===== config.mk =====
export PLATFORM = sky130hd
export DESIGN_NAME = music_scheduler
export DESIGN_NICKNAME = d
export VERILOG_FILES = /design/src/rtl/music_pkg.sv /design/src/rtl/music_tick_gen.sv /design/src/rtl/music_scheduler.sv
export SDC_FILE = /design/constraint.sdc
export NUM_CORES = 1
export LEC_CHECK = 0
export ABC_CLOCK_PERIOD_IN_PS = 2100
export BUFFER_PORTS_ARGS = -buffer_cell sky130_fd_sc_hd__buf_2
export CAP_MARGIN = 20
export CORE_AREA = 5 5 84 86
export DETAILED_ROUTE_END_ITERATION = 8
export DIE_AREA = 0 0 89 91
export GPL_TIMING_DRIVEN = 0
export PLACE_DENSITY_LB_ADDON = 0.05
export SYNTH_ARGS = -nofsm -noshare
export SYNTH_HDL_FRONTEND = slang
export SYNTH_SLANG_ARGS = --single-unit

===== constraint.sdc =====
create_clock -name clk -period 2.1 [get_ports clk]
set_input_delay 0.21 -clock clk [delete_from_list [all_inputs] [get_ports clk]]
set_output_delay 0.21 -clock clk [all_outputs]
set_load 0.05 [all_outputs]

===== src/rtl/music_pkg.sv =====
// Shared definitions for the sound subsystem: the game-state and
// background-FSM encodings, the default timing constants, the note codes
// used by the tune players, and a helper that maps a game state to a
// background-tune enable.
package music_pkg;

  typedef enum logic [1:0] {
    ST_START = 2'd0,
    ST_PLAY  = 2'd1,
    ST_OVER  = 2'd2,
    ST_PAUSE = 2'd3
  } game_state_t;

  typedef enum logic [1:0] {
    GAP  = 2'd0,
    BGM  = 2'd1,
    MUTE = 2'd2
  } bgm_state_t;

  localparam int unsigned DEF_TICK_DIV  = 500000;  // 10 ms at 50 MHz
  localparam int unsigned DEF_GAP_TICKS = 20;
  localparam int unsigned DEF_SFX_TICKS = 30;

  // Note codes shared by the tune players' note tables.
  typedef enum logic [3:0] {
    NOTE_REST = 4'd0,
    NOTE_C4   = 4'd1,
    NOTE_D4   = 4'd2,
    NOTE_E4   = 4'd3,
    NOTE_F4   = 4'd4,
    NOTE_G4   = 4'd5,
    NOTE_A4   = 4'd6,
    NOTE_B4   = 4'd7,
    NOTE_C5   = 4'd8
  } note_t;

  // Enable vector {over, game, start} for the tune matching a game state.
  function automatic logic [2:0] bgm_select(input game_state_t gs);
    case (gs)
      ST_START: return 3'b001;
      ST_PLAY:  return 3'b010;
      ST_OVER:  return 3'b100;
      default:  return 3'b000;
    endcase
  endfunction

endpackage


===== src/rtl/music_tick_gen.sv =====
// Prescaler producing a one-cycle tick every TICK_DIV clocks.
// Ports:
//   clk  - system clock
//   rst  - synchronous active-high reset (counter to 0)
//   tick - high for one cycle when the count reaches TICK_DIV-1
module music_tick_gen
  import music_pkg::*;
#(
  parameter int unsigned TICK_DIV = DEF_TICK_DIV
) (
  input  logic clk,
  input  logic rst,
  output logic tick
);

  localparam int unsigned CW = (TICK_DIV > 1) ? $clog2(TICK_DIV) : 1;

  logic [CW-1:0] cnt;

  assign tick = (cnt == CW'(TICK_DIV - 1));

  always_ff @(posedge clk) begin
    if (rst) begin
      cnt <= '0;
    end else if (tick) begin
      cnt <= '0;
    end else begin
      cnt <= cnt + CW'(1);
    end
  end

endmodule


===== src/rtl/music_scheduler.sv =====
// Central sound controller. Sequences the background tunes from the game
// state with a silent gap between tunes, and arbitrates one-shot sound
// effects (fixed priority, lowest index first) that pre-empt the music.
// Ports:
//   clk, rst           - clock, synchronous active-high reset
//   game_state         - 0 start, 1 playing, 2 game over, 3 paused
//   sfx_req            - one-cycle request pulse per effect
//   audio_start/game/over, audio_sfx - square waves from the generators
//   enable_startmusic/gamemusic/overmusic - background tune run enables
//   enable_sfx         - one-hot run enable for the granted effect
//   audio              - registered speaker output
//   sfx_busy           - an effect currently holds the output
module music_scheduler
  import music_pkg::*;
#(
  parameter int unsigned TICK_DIV  = DEF_TICK_DIV,
  parameter int unsigned GAP_TICKS = DEF_GAP_TICKS,
  parameter int unsigned SFX_TICKS = DEF_SFX_TICKS,
  parameter int unsigned NUM_SFX   = 4
) (
  input  logic               clk,
  input  logic               rst,
  input  logic [1:0]         game_state,
  input  logic [NUM_SFX-1:0] sfx_req,
  input  logic               audio_start,
  input  logic               audio_game,
  input  logic               audio_over,
  input  logic [NUM_SFX-1:0] audio_sfx,
  output logic               enable_startmusic,
  output logic               enable_gamemusic,
  output logic               enable_overmusic,
  output logic [NUM_SFX-1:0] enable_sfx,
  output logic               audio,
  output logic               sfx_busy
);

  localparam int unsigned GW = (GAP_TICKS > 1) ? $clog2(GAP_TICKS) : 1;
  localparam int unsigned SW = (SFX_TICKS > 1) ? $clog2(SFX_TICKS) : 1;
  localparam int unsigned IW = (NUM_SFX > 1) ? $clog2(NUM_SFX) : 1;

  logic tick;

  music_tick_gen #(.TICK_DIV(TICK_DIV)) u_tick (
    .clk  (clk),
    .rst  (rst),
    .tick (tick)
  );

  // ---------------------------------------------------------------------
  // Background FSM
  // ---------------------------------------------------------------------
  bgm_state_t    state, state_next;
  game_state_t   gs_q;
  logic [GW-1:0] gap_cnt, gap_cnt_next;
  logic          gs_change;
  logic          enter_mute;
  logic [2:0]    bgm_en;

  assign gs_change  = (game_state != gs_q);
  assign enter_mute = gs_change && (game_state == ST_PAUSE);

  always_ff @(posedge clk) begin
    if (rst) begin
      state   <= GAP;
      gs_q    <= ST_START;
      gap_cnt <= '0;
    end else begin
      state   <= state_next;
      gap_cnt <= gap_cnt_next;
      if (gs_change) begin
        gs_q <= game_state_t'(game_state);
      end
    end
  end

  // A state change overrides everything, including a coincident tick, so
  // the new tune always gets a full gap.
  always_comb begin
    state_next   = state;
    gap_cnt_next = gap_cnt;
    if (gs_change) begin
      state_next   = enter_mute ? MUTE : GAP;
      gap_cnt_next = '0;
    end else begin
      case (state)
        GAP: begin
          if (tick) begin
            if (gap_cnt == GW'(GAP_TICKS - 1)) begin
              state_next   = BGM;
              gap_cnt_next = '0;
            end else begin
              gap_cnt_next = gap_cnt + GW'(1);
            end
          end
        end
        default: ;
      endcase
    end
  end

  always_comb begin
    bgm_en = '0;
    if (state == BGM) begin
      bgm_en = bgm_select(gs_q);
    end
  end

  assign enable_startmusic = bgm_en[0];
  assign enable_gamemusic  = bgm_en[1];
  assign enable_overmusic  = bgm_en[2];

  // ---------------------------------------------------------------------
  // Sound-effect arbitration
  // ---------------------------------------------------------------------
  logic [NUM_SFX-1:0] pending;
  logic               sfx_active;
  logic [IW-1:0]      sfx_idx;
  logic [SW-1:0]      sfx_cnt;
  logic               grant;
  logic [IW-1:0]      grant_idx;
  logic [NUM_SFX-1:0] grant_mask;
  logic               found;

  always_comb begin
    grant_idx  = '0;
    grant_mask = '0;
    found      = 1'b0;
    for (int unsigned i = 0; i < NUM_SFX; i++) begin
      if (pending[i] && !found) begin
        grant_idx     = IW'(i);
        grant_mask[i] = 1'b1;
        found         = 1'b1;
      end
    end
  end

  // Grant only from an idle arbiter: the release edge clears sfx_active,
  // so the generator always sees its enable low for at least one cycle.
  assign grant = !sfx_active && (pending != '0) && (state != MUTE);

  always_ff @(posedge clk) begin
    if (rst) begin
      pending    <= '0;
      sfx_active <= 1'b0;
      sfx_idx    <= '0;
      sfx_cnt    <= '0;
    end else if (enter_mute) begin
      pending    <= '0;
      sfx_active <= 1'b0;
      sfx_cnt    <= '0;
    end else begin
      // The granted bit is cleared from the old mask before OR-ing in this
      // cycle's requests, so a same-index request on the grant cycle replays.
      if (state == MUTE) begin
        pending <= '0;
      end else begin
        pending <= (pending & ~({NUM_SFX{grant}} & grant_mask)) | sfx_req;
      end
      if (grant) begin
        sfx_active <= 1'b1;
        sfx_idx    <= grant_idx;
        sfx_cnt    <= '0;
      end else if (sfx_active && tick) begin
        if (sfx_cnt == SW'(SFX_TICKS - 1)) begin
          sfx_active <= 1'b0;
        end else begin
          sfx_cnt <= sfx_cnt + SW'(1);
        end
      end
    end
  end

  always_comb begin
    enable_sfx = '0;
    if (sfx_active) begin
      enable_sfx[sfx_idx] = 1'b1;
    end
  end

  assign sfx_busy = sfx_active;

  // ---------------------------------------------------------------------
  // Output mux
  // ---------------------------------------------------------------------
  always_ff @(posedge clk) begin
    if (rst) begin
      audio <= 1'b0;
    end else if (sfx_active) begin
      audio <= audio_sfx[sfx_idx];
    end else if (state == BGM) begin
      case (gs_q)
        ST_START: audio <= audio_start;
        ST_PLAY:  audio <= audio_game;
        ST_OVER:  audio <= audio_over;
        default:  audio <= 1'b0;
      endcase
    end else begin
      audio <= 1'b0;
    end
  end

endmodule


==> flow_summary.yaml <==
worst_setup_path:
  start_kind: "register"
  required_ns: 2.32
  path_max_fanout: 10
  path_cells: "ha_2, nand3_2, or2_0, clkbuf_2, buf_2, nor4_1, mux2i_1"
  cpPeakStageDelay_ns: 0.37
  crit_slowest_cell: "dfxtp_1"
  worst-path-buf-inv: 2
  crit_family: "simple AND/OR/NAND/NOR gates"
  setup.worst_path.class: "register to register"
  r2r-start: "u_tick.cnt[0]"
  startpoint: "u_tick.cnt[0]"
  endpoint_kind: "register"
  worstPathArrival_ns: 2.17
routing:
  drt_iter0_drc: 83
  viasPerCell: 5.16
  drt_pass1_iterations: 4
  dr_total_vias: 1817
  wirelength_um: 4770
  remaining_drc_errors: 0
  wl_per_cell_um: 13.6
  drtAntennaViolNets: 0
layout:
  design_area_mm2: 0.00241
  diodes: 0
  nNetsFinal: 294
  area_growth_pct: 15.2
  nFillCells: 660
  drive_above_1_share_pct: 16.0
  register_area_um2: 821
  multi_input_area_mm2: 0.00121
  fin_cells: 352
timing:
  finalSetupViolCount: 0
  worstMarginPinSlew_ns: 0.568
  rsz0062_at_grt: "no"
  post-route-period-util_pct: 92.8
  clock_skew_ns: 0.00488
  relSlewSlack_pct: 62.1
  finalSetupTns_ns: 0
  finalCriticalPeriod_ns: 1.95
  slew_viol_final: 0
  finalHoldViolations: 0
  max_freq_ghz: 0.513
  fin_ws_ns: 0.151
grt:
  grt-ovfl-total: 0
  first_global_vias: 1712
  gr-max-usage-layer: "met1"
  gr-usage-met2_pct: 17.5
  antenna_found_initial: 0
  grt_first_pass_wirelength_um: 8230
  grt_max_degree: 12
  met3_usage_pct: 3.35
  grt_usage_pct: 12.6
  use_met1_pct: 18.9
job:
  drv_cap: 0
placement:
  io_buffers: 22
  post_dp_cell_area_mm2: 0.00231
  placed_cells: 345
  post-place-ws_ns: 0.106
  gp_congestion: 0.717
  dp_hpwl_um: 3470
floorplanning:
  start_util_pct: 33.8
  die_area_mm2: 0.00810
  ios: 24
  fp.dieH_um: 91
  die_x_um: 89
  rows: 29
  core_mm2: 0.00620
logic_synthesis:
  async_reset_ff_share_pct: 0
  synth_edf_count: 0
  ys_warn_count: 0
  synthCells: 246
  synth.distinct_cells: 42
  ys_ff_latch: 41
  synthesis.area_mm2: 0.00210
  syn_nets: 265
  ys_seq_area_share_pct: 39.2
  syn_area_per_cell_um2: 8.52
  synthFlopType: "dfxtp_1"
worst_hold_path:
  worstHoldStart: "sfx_req[0]"
  hold_path.class: "input pin to register"
clock_tree:
  clkTransAtPathRegs_ns: 0.08
  cts_sinks: 41
  cts_buffer_depth: 2
  htree_levels: 2
  cts_root_buffer: "clkbuf_8"
  postCtsHoldBufs: 0
  clock_latency_ns: 0.29
  numCtsBuffers: 5
  cts_tree: "built"
pwr:
  total_power_mw: 1.52
  p_per_area_mw_per_mm2: 631
  p_leak_nw: 0.861
  vdd_drop_max_v: 0.000237
status:
  status: "completed"
==> worst min-delay path: cells and delay by family <==
| kind | cells | cell delay, ns |
|---|---|---|
| and+or+nand+nor | 1 | 0.07 |
| AOI/OAI and AO/OA | 1 | 0.03 |
| buffers and inverters | 1 | 0.07 |
==> synth_stat cells, types with 5 or more instances <==
library cell,number,share of area [%]
dfxtp_1,41,39
nand3b_1,6,2.1
nand3_1,16,3.8
nand2_1,10,1.8
nor3_1,7,1.7
inv_1,10,1.8
nor2_1,23,4.1
xnor2_1,6,2.5
o21ai_0,6,1.4
mux2i_1,7,3.3
xor2_1,11,4.6
o31ai_1,5,1.8
clkbuf_1,7,1.3
and3_1,5,1.5
nor2b_1,5,1.5
a21oi_1,15,3.6
nand4_1,13,3.9
or3_1,5,1.5
==> path summary, 6_finish.rpt <==
kind / endpoint / slack [ns] / cells past startpoint
setup / recovery: sfx_cnt[3] / 0.15 / 7
setup reg to reg: sfx_cnt[3] / 0.15 / 7
hold reg to reg: u_tick.cnt[0] / 0.46 / 1
hold / removal: pending[0] / 0.13 / 3
==> logic make-up after synthesis <==
kind of cell             synth area share, %
buffers and inverters                   4.24
adder cells (fa/ha/maj)                 2.39
flip-flops                              39.2
AND/OR/NAND/NOR                         31.6
multiplexers                            4.42
AO/OA/AOI/OAI                           11.1
XOR/XNOR                                7.10
==> flip-flops by register name (all words and copies together) (netlist names) <==
name and count:
audio 1, gap_cnt 5, gs_q 2, pending 4
sfx_busy 1, sfx_cnt 5, sfx_idx 2, state 2
u_tick.cnt 19
==> through the flow <==
step / util [%] / hold WS (ns)
3_5_place_dp: 37.3 / 0.427
3_3_place_gp: 37.3 / 0.426
5_1_grt: 38.9 / 0.127
4_1_cts: 38.7 / 0.121
6_report: 38.9 / 0.129
2_1_floorplan: - / 0.327
==> layout by cell type (no fill, tap or decap), types with 6 or more instances in the layout <==
master,instances
nor3_1,6
inv_1,10
xor2_1,11
mux2i_1,7
nand4_1,13
o21ai_0,6
dfxtp_1,41
clkbuf_8,6
nor2_1,23
a21oi_1,15
nand3b_1,6
buf_2,26
nand3_1,16
clkbuf_1,8
xnor2_1,6
nand2_1,10
==> final cells by class <==
cell class	count	area share, %
Sequential cell	41	34.0
Timing Repair Buffer	22	4.56
Inverter	10	1.56
Multi-Input combinational cell	183	50.2
Buffer	12	2.13
Clock buffer	7	3.58
Tap cell	77	3.99
==> timing repair <==
item,4_1_cts,5_1_grt
buffers inserted,0,0
endpoints found under the setup margin,0,14
gates resized for setup,0,3
==> report_power, final <==
part | internal, mW | leakage (nW) | switching [mW]
clock network | 0.261 | 0.0443 | 0.266
logic | 0.0621 | 0.484 | 0.114
registers | 0.797 | 0.333 | 0.0233
==> per-layer routing <==
layer  share of wire, %  routed length [µm]
met2                 40                1920
met3                3.0                 144
met4                1.3                  63
met1                 55                2650
met5                  0                   0
Power figures use the tool's default switching activity.
